===== src/rtl/can_rx_pkg.sv =====
// Shared types and helpers for the CAN receive path.
// Holds the data-field capture FSM states, bit-stuffing and CRC-15 constants,
// and small combinational helper functions used by data_field_capture.
package can_rx_pkg;

    typedef enum logic [2:0] {
        ST_IDLE  = 3'd0,
        ST_LOAD  = 3'd1,
        ST_RECV  = 3'd2,
        ST_DONE  = 3'd3,
        ST_ERROR = 3'd4
    } dfc_state_t;

    localparam logic [14:0] CAN_CRC15_POLY = 15'h4599;
    localparam logic [2:0]  STUFF_LIMIT    = 3'd5;
    localparam int          MAX_DLC_BYTES  = 8;

    // Majority of three samples.
    function automatic logic majority3(input logic a, input logic b, input logic c);
        return (a & b) | (a & c) | (b & c);
    endfunction

    // One CAN CRC-15 update step for a single data bit.
    function automatic logic [14:0] crc15_step(input logic [14:0] crc, input logic data_bit);
        logic fb;
        fb = data_bit ^ crc[14];
        return {crc[13:0], 1'b0} ^ (fb ? CAN_CRC15_POLY : 15'h0000);
    endfunction

    // Seed run length sanitised to 1..STUFF_LIMIT (0 counts as 1).
    function automatic logic [2:0] seed_run(input logic [2:0] cnt);
        logic [2:0] r;
        if (cnt == 3'd0) begin
            r = 3'd1;
        end else if (cnt > STUFF_LIMIT) begin
            r = STUFF_LIMIT;
        end else begin
            r = cnt;
        end
        return r;
    endfunction

endpackage


===== src/rtl/byte_fifo.sv =====
// Small byte FIFO with valid/ready read side.
// A write while full is dropped (reported on 'dropped') unless a pop happens
// in the same cycle. No write-to-read bypass: a byte written into an empty
// FIFO becomes visible the following cycle.
module byte_fifo #(
    parameter int DEPTH = 4
) (
    input  logic       clk,
    input  logic       resetN,
    input  logic       wr_en,
    input  logic [7:0] wr_data,
    input  logic       rd_ready,
    output logic [7:0] rd_data,
    output logic       rd_valid,
    output logic       dropped
);
    localparam int              AW         = $clog2(DEPTH);
    localparam logic [AW:0]     FULL_COUNT = (AW + 1)'(DEPTH);
    localparam logic [AW-1:0]   PTR_ONE    = AW'(1);
    localparam logic [AW:0]     CNT_ONE    = (AW + 1)'(1);

    logic [7:0]    mem_r [DEPTH];
    logic [AW-1:0] wr_ptr_r;
    logic [AW-1:0] rd_ptr_r;
    logic [AW:0]   count_r;
    logic          full_s;
    logic          pop_s;
    logic          push_s;

    assign full_s   = (count_r == FULL_COUNT);
    assign rd_valid = (count_r != '0);
    assign pop_s    = rd_valid && rd_ready;
    assign push_s   = wr_en && (!full_s || pop_s);
    assign dropped  = wr_en && full_s && !pop_s;
    assign rd_data  = mem_r[rd_ptr_r];

    // Storage, pointers and occupancy count.
    always_ff @(posedge clk or negedge resetN) begin
        if (!resetN) begin
            for (int i = 0; i < DEPTH; i++) begin
                mem_r[i] <= 8'h00;
            end
            wr_ptr_r <= '0;
            rd_ptr_r <= '0;
            count_r  <= '0;
        end else begin
            if (push_s) begin
                mem_r[wr_ptr_r] <= wr_data;
                wr_ptr_r        <= wr_ptr_r + PTR_ONE;
            end
            if (pop_s) begin
                rd_ptr_r <= rd_ptr_r + PTR_ONE;
            end
            case ({push_s, pop_s})
                2'b10:   count_r <= count_r + CNT_ONE;
                2'b01:   count_r <= count_r - CNT_ONE;
                default: count_r <= count_r;
            endcase
        end
    end

endmodule


===== src/rtl/data_field_capture.sv =====
// CAN data-field capture: majority-vote bit decision, destuffing with stuff
// error detection, MSB-first byte assembly and delivery through byte_fifo.
// Optional running CRC-15 over data bits when DATA_CRC_EN is defined
// (adds crcSeed / crcOut ports).
module data_field_capture
    import can_rx_pkg::*;
#(
    parameter int FIFO_DEPTH = 4,
    parameter int MAX_BYTES  = 8
) (
    input  logic        clk,
    input  logic        resetN,
    input  logic        enable,
    input  logic        completeConfig,
    input  logic [3:0]  msgSize,
    input  logic        dIn,
    input  logic        samplePulse,
    input  logic        rateSelector,
    input  logic        stuffSeedBit,
    input  logic [2:0]  stuffSeedCount,
    output logic [7:0]  dataByte,
    output logic        dataValid,
    input  logic        dataReady,
    output logic        dataDone,
    output logic        stuffError,
    output logic        overflow
`ifdef DATA_CRC_EN
    ,
    input  logic [14:0] crcSeed,
    output logic [14:0] crcOut
`endif
);
    localparam logic [3:0] BYTE_CLAMP =
        (MAX_BYTES > MAX_DLC_BYTES) ? 4'(MAX_DLC_BYTES) : 4'(MAX_BYTES);

    dfc_state_t state_r, next_state_s;

    logic [3:0] bytes_left_r;
    logic       prev_r;
    logic [2:0] run_r;
    logic [2:0] bit_cnt_r;
    logic [7:0] byte_r;
    logic [1:0] pcnt_r;
    logic [1:0] samp_r;
    logic       bit_valid_r;
    logic       bit_val_r;
    logic       done_r;
    logic       stuff_err_r;
    logic       ovf_r;

    logic       data_bit_s;
    logic       stuff_bit_s;
    logic       stuff_viol_s;
    logic       push_s;
    logic [7:0] push_data_s;
    logic       fifo_drop_s;

    assign dataDone   = done_r;
    assign stuffError = stuff_err_r;
    assign overflow   = ovf_r;

    // FSM state register.
    always_ff @(posedge clk or negedge resetN) begin
        if (!resetN) begin
            state_r <= ST_IDLE;
        end else begin
            state_r <= next_state_s;
        end
    end

    // Next-state decode and per-bit classification (stuff / data / violation).
    always_comb begin
        next_state_s = state_r;
        data_bit_s   = 1'b0;
        stuff_bit_s  = 1'b0;
        stuff_viol_s = 1'b0;
        push_s       = 1'b0;
        push_data_s  = {byte_r[6:0], bit_val_r};
        if (!enable) begin
            next_state_s = ST_IDLE;
        end else begin
            case (state_r)
                ST_IDLE: begin
                    if (completeConfig) begin
                        next_state_s = ST_LOAD;
                    end else begin
                        next_state_s = ST_IDLE;
                    end
                end
                ST_LOAD: begin
                    if (bytes_left_r == 4'd0) begin
                        next_state_s = ST_DONE;
                    end else begin
                        next_state_s = ST_RECV;
                    end
                end
                ST_RECV: begin
                    if (bit_valid_r) begin
                        if (run_r == STUFF_LIMIT) begin
                            if (bit_val_r == prev_r) begin
                                stuff_viol_s = 1'b1;
                                next_state_s = ST_ERROR;
                            end else begin
                                stuff_bit_s = 1'b1;
                            end
                        end else begin
                            data_bit_s = 1'b1;
                            if (bit_cnt_r == 3'd7) begin
                                push_s = 1'b1;
                                if (bytes_left_r == 4'd1) begin
                                    next_state_s = ST_DONE;
                                end else begin
                                    next_state_s = ST_RECV;
                                end
                            end else begin
                                next_state_s = ST_RECV;
                            end
                        end
                    end else begin
                        next_state_s = ST_RECV;
                    end
                end
                ST_DONE:  next_state_s = ST_DONE;
                ST_ERROR: next_state_s = ST_ERROR;
                default:  next_state_s = ST_IDLE;
            endcase
        end
    end

    // Byte count, stuffing run tracker and byte shift register.
    always_ff @(posedge clk or negedge resetN) begin
        if (!resetN) begin
            bytes_left_r <= 4'd0;
            prev_r       <= 1'b0;
            run_r        <= 3'd0;
            bit_cnt_r    <= 3'd0;
            byte_r       <= 8'h00;
        end else begin
            // msgSize is only valid alongside completeConfig, so capture it there.
            if ((state_r == ST_IDLE) && enable && completeConfig) begin
                bytes_left_r <= (msgSize > BYTE_CLAMP) ? BYTE_CLAMP : msgSize;
            end else if (push_s) begin
                bytes_left_r <= bytes_left_r - 4'd1;
            end
            if (state_r == ST_LOAD) begin
                prev_r    <= stuffSeedBit;
                run_r     <= seed_run(stuffSeedCount);
                bit_cnt_r <= 3'd0;
                byte_r    <= 8'h00;
            end else if (stuff_bit_s) begin
                prev_r <= bit_val_r;
                run_r  <= 3'd1;
            end else if (data_bit_s) begin
                byte_r    <= {byte_r[6:0], bit_val_r};
                bit_cnt_r <= bit_cnt_r + 3'd1;
                prev_r    <= bit_val_r;
                run_r     <= (bit_val_r == prev_r) ? (run_r + 3'd1) : 3'd1;
            end
        end
    end

    // Sample collection and registered bit decision (majority of three or single).
    always_ff @(posedge clk or negedge resetN) begin
        if (!resetN) begin
            pcnt_r      <= 2'd0;
            samp_r      <= 2'b00;
            bit_valid_r <= 1'b0;
            bit_val_r   <= 1'b0;
        end else begin
            bit_valid_r <= 1'b0;
            if ((state_r == ST_LOAD) || !enable) begin
                pcnt_r <= 2'd0;
            end else if ((state_r == ST_RECV) && samplePulse) begin
                if (!rateSelector) begin
                    bit_valid_r <= 1'b1;
                    bit_val_r   <= dIn;
                    pcnt_r      <= 2'd0;
                end else begin
                    case (pcnt_r)
                        2'd0: begin
                            samp_r[0] <= dIn;
                            pcnt_r    <= 2'd1;
                        end
                        2'd1: begin
                            samp_r[1] <= dIn;
                            pcnt_r    <= 2'd2;
                        end
                        2'd2: begin
                            bit_val_r   <= majority3(samp_r[0], samp_r[1], dIn);
                            bit_valid_r <= 1'b1;
                            pcnt_r      <= 2'd0;
                        end
                        default: pcnt_r <= 2'd0;
                    endcase
                end
            end
        end
    end

    // Status flags: done level follows DONE state; error and overflow are sticky.
    always_ff @(posedge clk or negedge resetN) begin
        if (!resetN) begin
            done_r      <= 1'b0;
            stuff_err_r <= 1'b0;
            ovf_r       <= 1'b0;
        end else begin
            done_r <= (next_state_s == ST_DONE);
            if (stuff_viol_s) begin
                stuff_err_r <= 1'b1;
            end
            if (fifo_drop_s) begin
                ovf_r <= 1'b1;
            end
        end
    end

    byte_fifo #(
        .DEPTH (FIFO_DEPTH)
    ) u_fifo (
        .clk      (clk),
        .resetN   (resetN),
        .wr_en    (push_s),
        .wr_data  (push_data_s),
        .rd_ready (dataReady),
        .rd_data  (dataByte),
        .rd_valid (dataValid),
        .dropped  (fifo_drop_s)
    );

`ifdef DATA_CRC_EN
    logic [14:0] crc_r;

    // Running CRC-15 over data bits only; held in every other cycle.
    always_ff @(posedge clk or negedge resetN) begin
        if (!resetN) begin
            crc_r <= 15'h0000;
        end else if (state_r == ST_LOAD) begin
            crc_r <= crcSeed;
        end else if (data_bit_s) begin
            crc_r <= crc15_step(crc_r, bit_val_r);
        end
    end

    assign crcOut = crc_r;
`endif

endmodule


===== config.mk =====
export PLATFORM = sky130hd
export DESIGN_NAME = data_field_capture
export DESIGN_NICKNAME = d
export VERILOG_FILES = /design/src/rtl/can_rx_pkg.sv /design/src/rtl/byte_fifo.sv /design/src/rtl/data_field_capture.sv
export SDC_FILE = /design/constraint.sdc
export NUM_CORES = 1
export LEC_CHECK = 0
export ABC_CLOCK_PERIOD_IN_PS = 6700
export CAP_MARGIN = 20
export CORE_MARGIN = 2
export CORE_UTILIZATION = 35
export CTS_BUF_LIST = sky130_fd_sc_hd__clkbuf_8 sky130_fd_sc_hd__clkbuf_16
export CTS_CLUSTER_DIAMETER = 80
export DETAILED_ROUTE_END_ITERATION = 10
export PLACE_DENSITY = 0.58
export SLEW_MARGIN = 25
export SYNTH_ARGS = -nofsm -noshare
export SYNTH_HDL_FRONTEND = slang
export SYNTH_SLANG_ARGS = --single-unit

===== constraint.sdc =====
create_clock -name clk -period 6.7 [get_ports clk]
set_clock_uncertainty 0.1 [all_clocks]
set_input_delay 1.675 -clock clk [delete_from_list [all_inputs] [get_ports clk]]
set_output_delay 1.675 -clock clk [all_outputs]
set_load 0.01 [all_outputs]

==> impl_metrics.xml <==
<?xml version="1.0" encoding="UTF-8"?>
<metrics>
  <group name="sta">
    <metric name="worst_hold_slack" unit="ns">0.360</metric>
    <metric name="report.final.setup_viol" unit="">0</metric>
    <metric name="slew_violations" unit="">0</metric>
    <metric name="worst_slew_margin_rel" unit="%">43.0</metric>
    <metric name="crit_share_post_route" unit="%">59.6</metric>
    <metric name="hold_violations" unit="">0</metric>
    <metric name="min_period" unit="ns">3.99</metric>
    <metric name="grt_setup_unrepaired" unit="">false</metric>
    <metric name="fmax" unit="GHz">0.251</metric>
    <metric name="aggregate_negative_setup_slack" unit="ns">0</metric>
    <metric name="worst_slew_pin_slew" unit="ns">0.855</metric>
  </group>
  <group name="yosys">
    <metric name="number_of_synthesized_flops_with_an_enable_pin" unit="">0</metric>
    <metric name="ys_warn_count" unit="">0</metric>
    <metric name="synth.net_count" unit="">297</metric>
    <metric name="yosysSeqAreaShare" unit="%">52.1</metric>
    <metric name="synth.largest_area_cell" unit="">dfrtp_1</metric>
    <metric name="synth.ff_latch_count" unit="">69</metric>
    <metric name="mean_instance_size_in_the_synthesized_netlist" unit="sq um">12.4</metric>
    <metric name="synth_area_leaders" unit="">dfrtp_1 (52%), mux2_2 (12%), mux4_2 (5.4%)</metric>
    <metric name="synthMostInstantiatedCell" unit="">dfrtp_1</metric>
    <metric name="share_of_yosys_cell_area_claimed_by_the_top_area_cell_type" unit="%">52.1</metric>
    <metric name="synthCells" unit="">268</metric>
    <metric name="postSynth.asyncResetShare" unit="%">100</metric>
    <metric name="synthesis.area" unit="sq um">3310</metric>
    <metric name="synth_top_flop_cell" unit="">dfrtp_1</metric>
    <metric name="post_synth_most_frequent_cells" unit="">dfrtp_1 (69), mux2_2 (36), inv_1 (19), o21ai_0 (19), nand2_1 (13)</metric>
    <metric name="ys_types" unit="">41</metric>
  </group>
  <group name="clock_network">
    <metric name="clock_sinks" unit="">69</metric>
    <metric name="post_cts_hold_buffers" unit="">0</metric>
    <metric name="clk_pin_slew_worst_paths" unit="ns">0.07</metric>
    <metric name="cts_post_setup_buffers_inserted" unit="">0</metric>
    <metric name="clkLatencyLatePin" unit="ns">0.34</metric>
    <metric name="cts_root_buf" unit="">clkbuf_8</metric>
    <metric name="h-tree-depth" unit="">3</metric>
    <metric name="tritoncts" unit="">done</metric>
    <metric name="cts_resized" unit="">0</metric>
    <metric name="clock_tree.buffer_depth" unit="">2</metric>
    <metric name="num_cts_buffers" unit="">9</metric>
  </group>
  <group name="finish">
    <metric name="n_antenna_cell" unit="">0</metric>
    <metric name="layout-drive-gt1-share" unit="%">22.4</metric>
    <metric name="syn2layout_area_growth" unit="%">18.6</metric>
    <metric name="fin_cells" unit="">415</metric>
    <metric name="layout.core_utilization" unit="%">42.7</metric>
    <metric name="count_of_nets_after_finishing" unit="">328</metric>
  </group>
  <group name="grt">
    <metric name="pin_count_of_the_biggest_net_entering_global_routing" unit="">70</metric>
    <metric name="initial_antenna_violation_count" unit="">0</metric>
    <metric name="grt_first_pass_wirelength" unit="microns">10200</metric>
    <metric name="track_usage" unit="%">13.1</metric>
    <metric name="first_global_vias" unit="">2096</metric>
    <metric name="globalRoute.totalOverflow" unit="">0</metric>
  </group>
  <group name="detailed_routing">
    <metric name="antenna_violating_nets_post_route" unit="">0</metric>
    <metric name="detail_route.drc_violations" unit="">0</metric>
    <metric name="initial_drc_count" unit="">64</metric>
    <metric name="finalWirelength" unit="microns">5940</metric>
    <metric name="detail_routed_via_count_per_cell" unit="">4.96</metric>
    <metric name="routed_wire_length_per_instance" unit="microns">14.3</metric>
    <metric name="dr_total_vias" unit="">2058</metric>
    <metric name="drtPass1Iterations" unit="">4</metric>
  </group>
  <group name="power">
    <metric name="peakVddDrop" unit="mV">0.148</metric>
    <metric name="cellLeakagePower" unit="uW">0.00180</metric>
    <metric name="power" unit="uW">925</metric>
    <metric name="power.density" unit="nW/um^2">235</metric>
  </group>
  <group name="setup_path">
    <metric name="worst_ep_arrival_time" unit="ns">2.22</metric>
    <metric name="worstPathRequired" unit="ns">4.93</metric>
    <metric name="reg2reg_setup_slack" unit="ns">4.14</metric>
    <metric name="crit_path_start_kind" unit="">flip-flop</metric>
    <metric name="cp-end-kind" unit="">output pin</metric>
    <metric name="cp_max_fo" unit="">10</metric>
    <metric name="timing_worst_setup_path_type" unit="">flip-flop to output pin</metric>
  </group>
  <group name="floorplanning">
    <metric name="rows" unit="">35</metric>
    <metric name="io-pin-count" unit="">28</metric>
    <metric name="fp.dieArea" unit="sq um">10300</metric>
    <metric name="dieHeight" unit="microns">101</metric>
    <metric name="core" unit="sq um">9200</metric>
    <metric name="die_w" unit="microns">101</metric>
    <metric name="starting_density_of_the_core" unit="%">36.0</metric>
  </group>
  <group name="placement">
    <metric name="placement.io_buffers" unit="">27</metric>
    <metric name="dp_hpwl" unit="microns">3980</metric>
    <metric name="gp_routability_congestion" unit="">0.739</metric>
    <metric name="place.detailed.instances" unit="">399</metric>
  </group>
  <group name="worst_hold_path">
    <metric name="holdCritPathClass" unit="">flip-flop to flip-flop</metric>
  </group>
  <group name="flow_run">
    <metric name="drv_cap" unit="">0</metric>
  </group>
  <group name="run_status">
    <metric name="run_status" unit="">complete, no violations</metric>
  </group>
</metrics>
[layout by cell type (no fill, tap or decap), drive strengths merged, types with 2 or more instances in the layout]
master,count
nand3,11
xnor2,7
o21ai,19
o211ai,2
mux2,37
mux2i,2
inv,19
bufinv,2
and2,3
clkinv,3
a21o,3
ha,12
buf,2
clkdlybuf4s50,26
nand2b,6
nand4,2
nor4b,4
or2,2
nor3,3
nor2,7
nand2,13
nand3b,4
clkbuf,11
a21oi,8
xor2,5
dfrtp,69
mux4,8
[registers in the layout, indices dropped and copies added, names as in the netlist]
signal / cells
u_fifo.mem_r: 32
byte_r: 7
bytes_left_r: 4
bit_cnt_r: 3
run_r: 3
state_r: 3
u_fifo.count_r: 3
pcnt_r: 2
samp_r: 2
u_fifo.rd_ptr_r: 2
u_fifo.wr_ptr_r: 2
bit_val_r: 1
bit_valid_r: 1
dataDone: 1
overflow: 1
prev_r: 1
stuffError: 1
[power by group]
group / leakage (uW) / internal, uW / switching, uW
clock: 0.000120 / 231 / 158
sequential: 0.000938 / 433 / 17.5
combinational: 0.000742 / 40.9 / 45.3
total: 0.00180 / 704 / 221
[path summary, 6_finish.rpt]
kind / from / end / cells after the start
min in group asynchronous: resetN / u_fifo.mem_r[31] / 2
max reg2reg: u_fifo.count_r[1] / u_fifo.count_r[2] / 9
min reg2reg: overflow / overflow / 1
min: overflow / overflow / 1
max: u_fifo.rd_ptr_r[0] / dataByte[2] / 2
max in group asynchronous: resetN / u_fifo.count_r[0] / 2
[area by class of cell]
cell class / count / area, sq um
clock inverters: 5 / 82.6
well taps: 111 / 139
multi-input cells: 172 / 1490
flip-flops and latches: 69 / 1730
clock buffers: 11 / 151
inverters: 19 / 71.3
fillers: 899 / 5270
repair buffers: 28 / 273
[cell families after synthesis]
family,after synthesis,share of synthesized area (%)
AO/OA/AOI/OAI,38,6.68
buffers and inverters,27,3.06
multiplexers,47,18.6
flip-flops,69,52.1
adder cells (fa/ha/maj),13,5.14
XOR/XNOR,12,3.17
AND/OR/NAND/NOR,62,11.2
[layer usage]
metal	wire length [microns]	GRT usage [%]
met5	0	0
met1	2750	16.2
met2	2900	21.6
met4	48	3.12
met3	245	5.52
[per-stage QoR]
stage	setup WS, ns	instance area, sq um
after floorplan	3.10	3310
after global placement	2.52	3690
after detailed placement	2.49	3690
after CTS	2.64	3930
after global routing	2.57	3930
final	2.71	3930
[critical path, stage by stage (launching register included)]
cell and delay (ns):
dfrtp_1 0.77, mux4_2 0.61, clkdlybuf4s50_1 0.49
(Power assumes the default switching activity.)
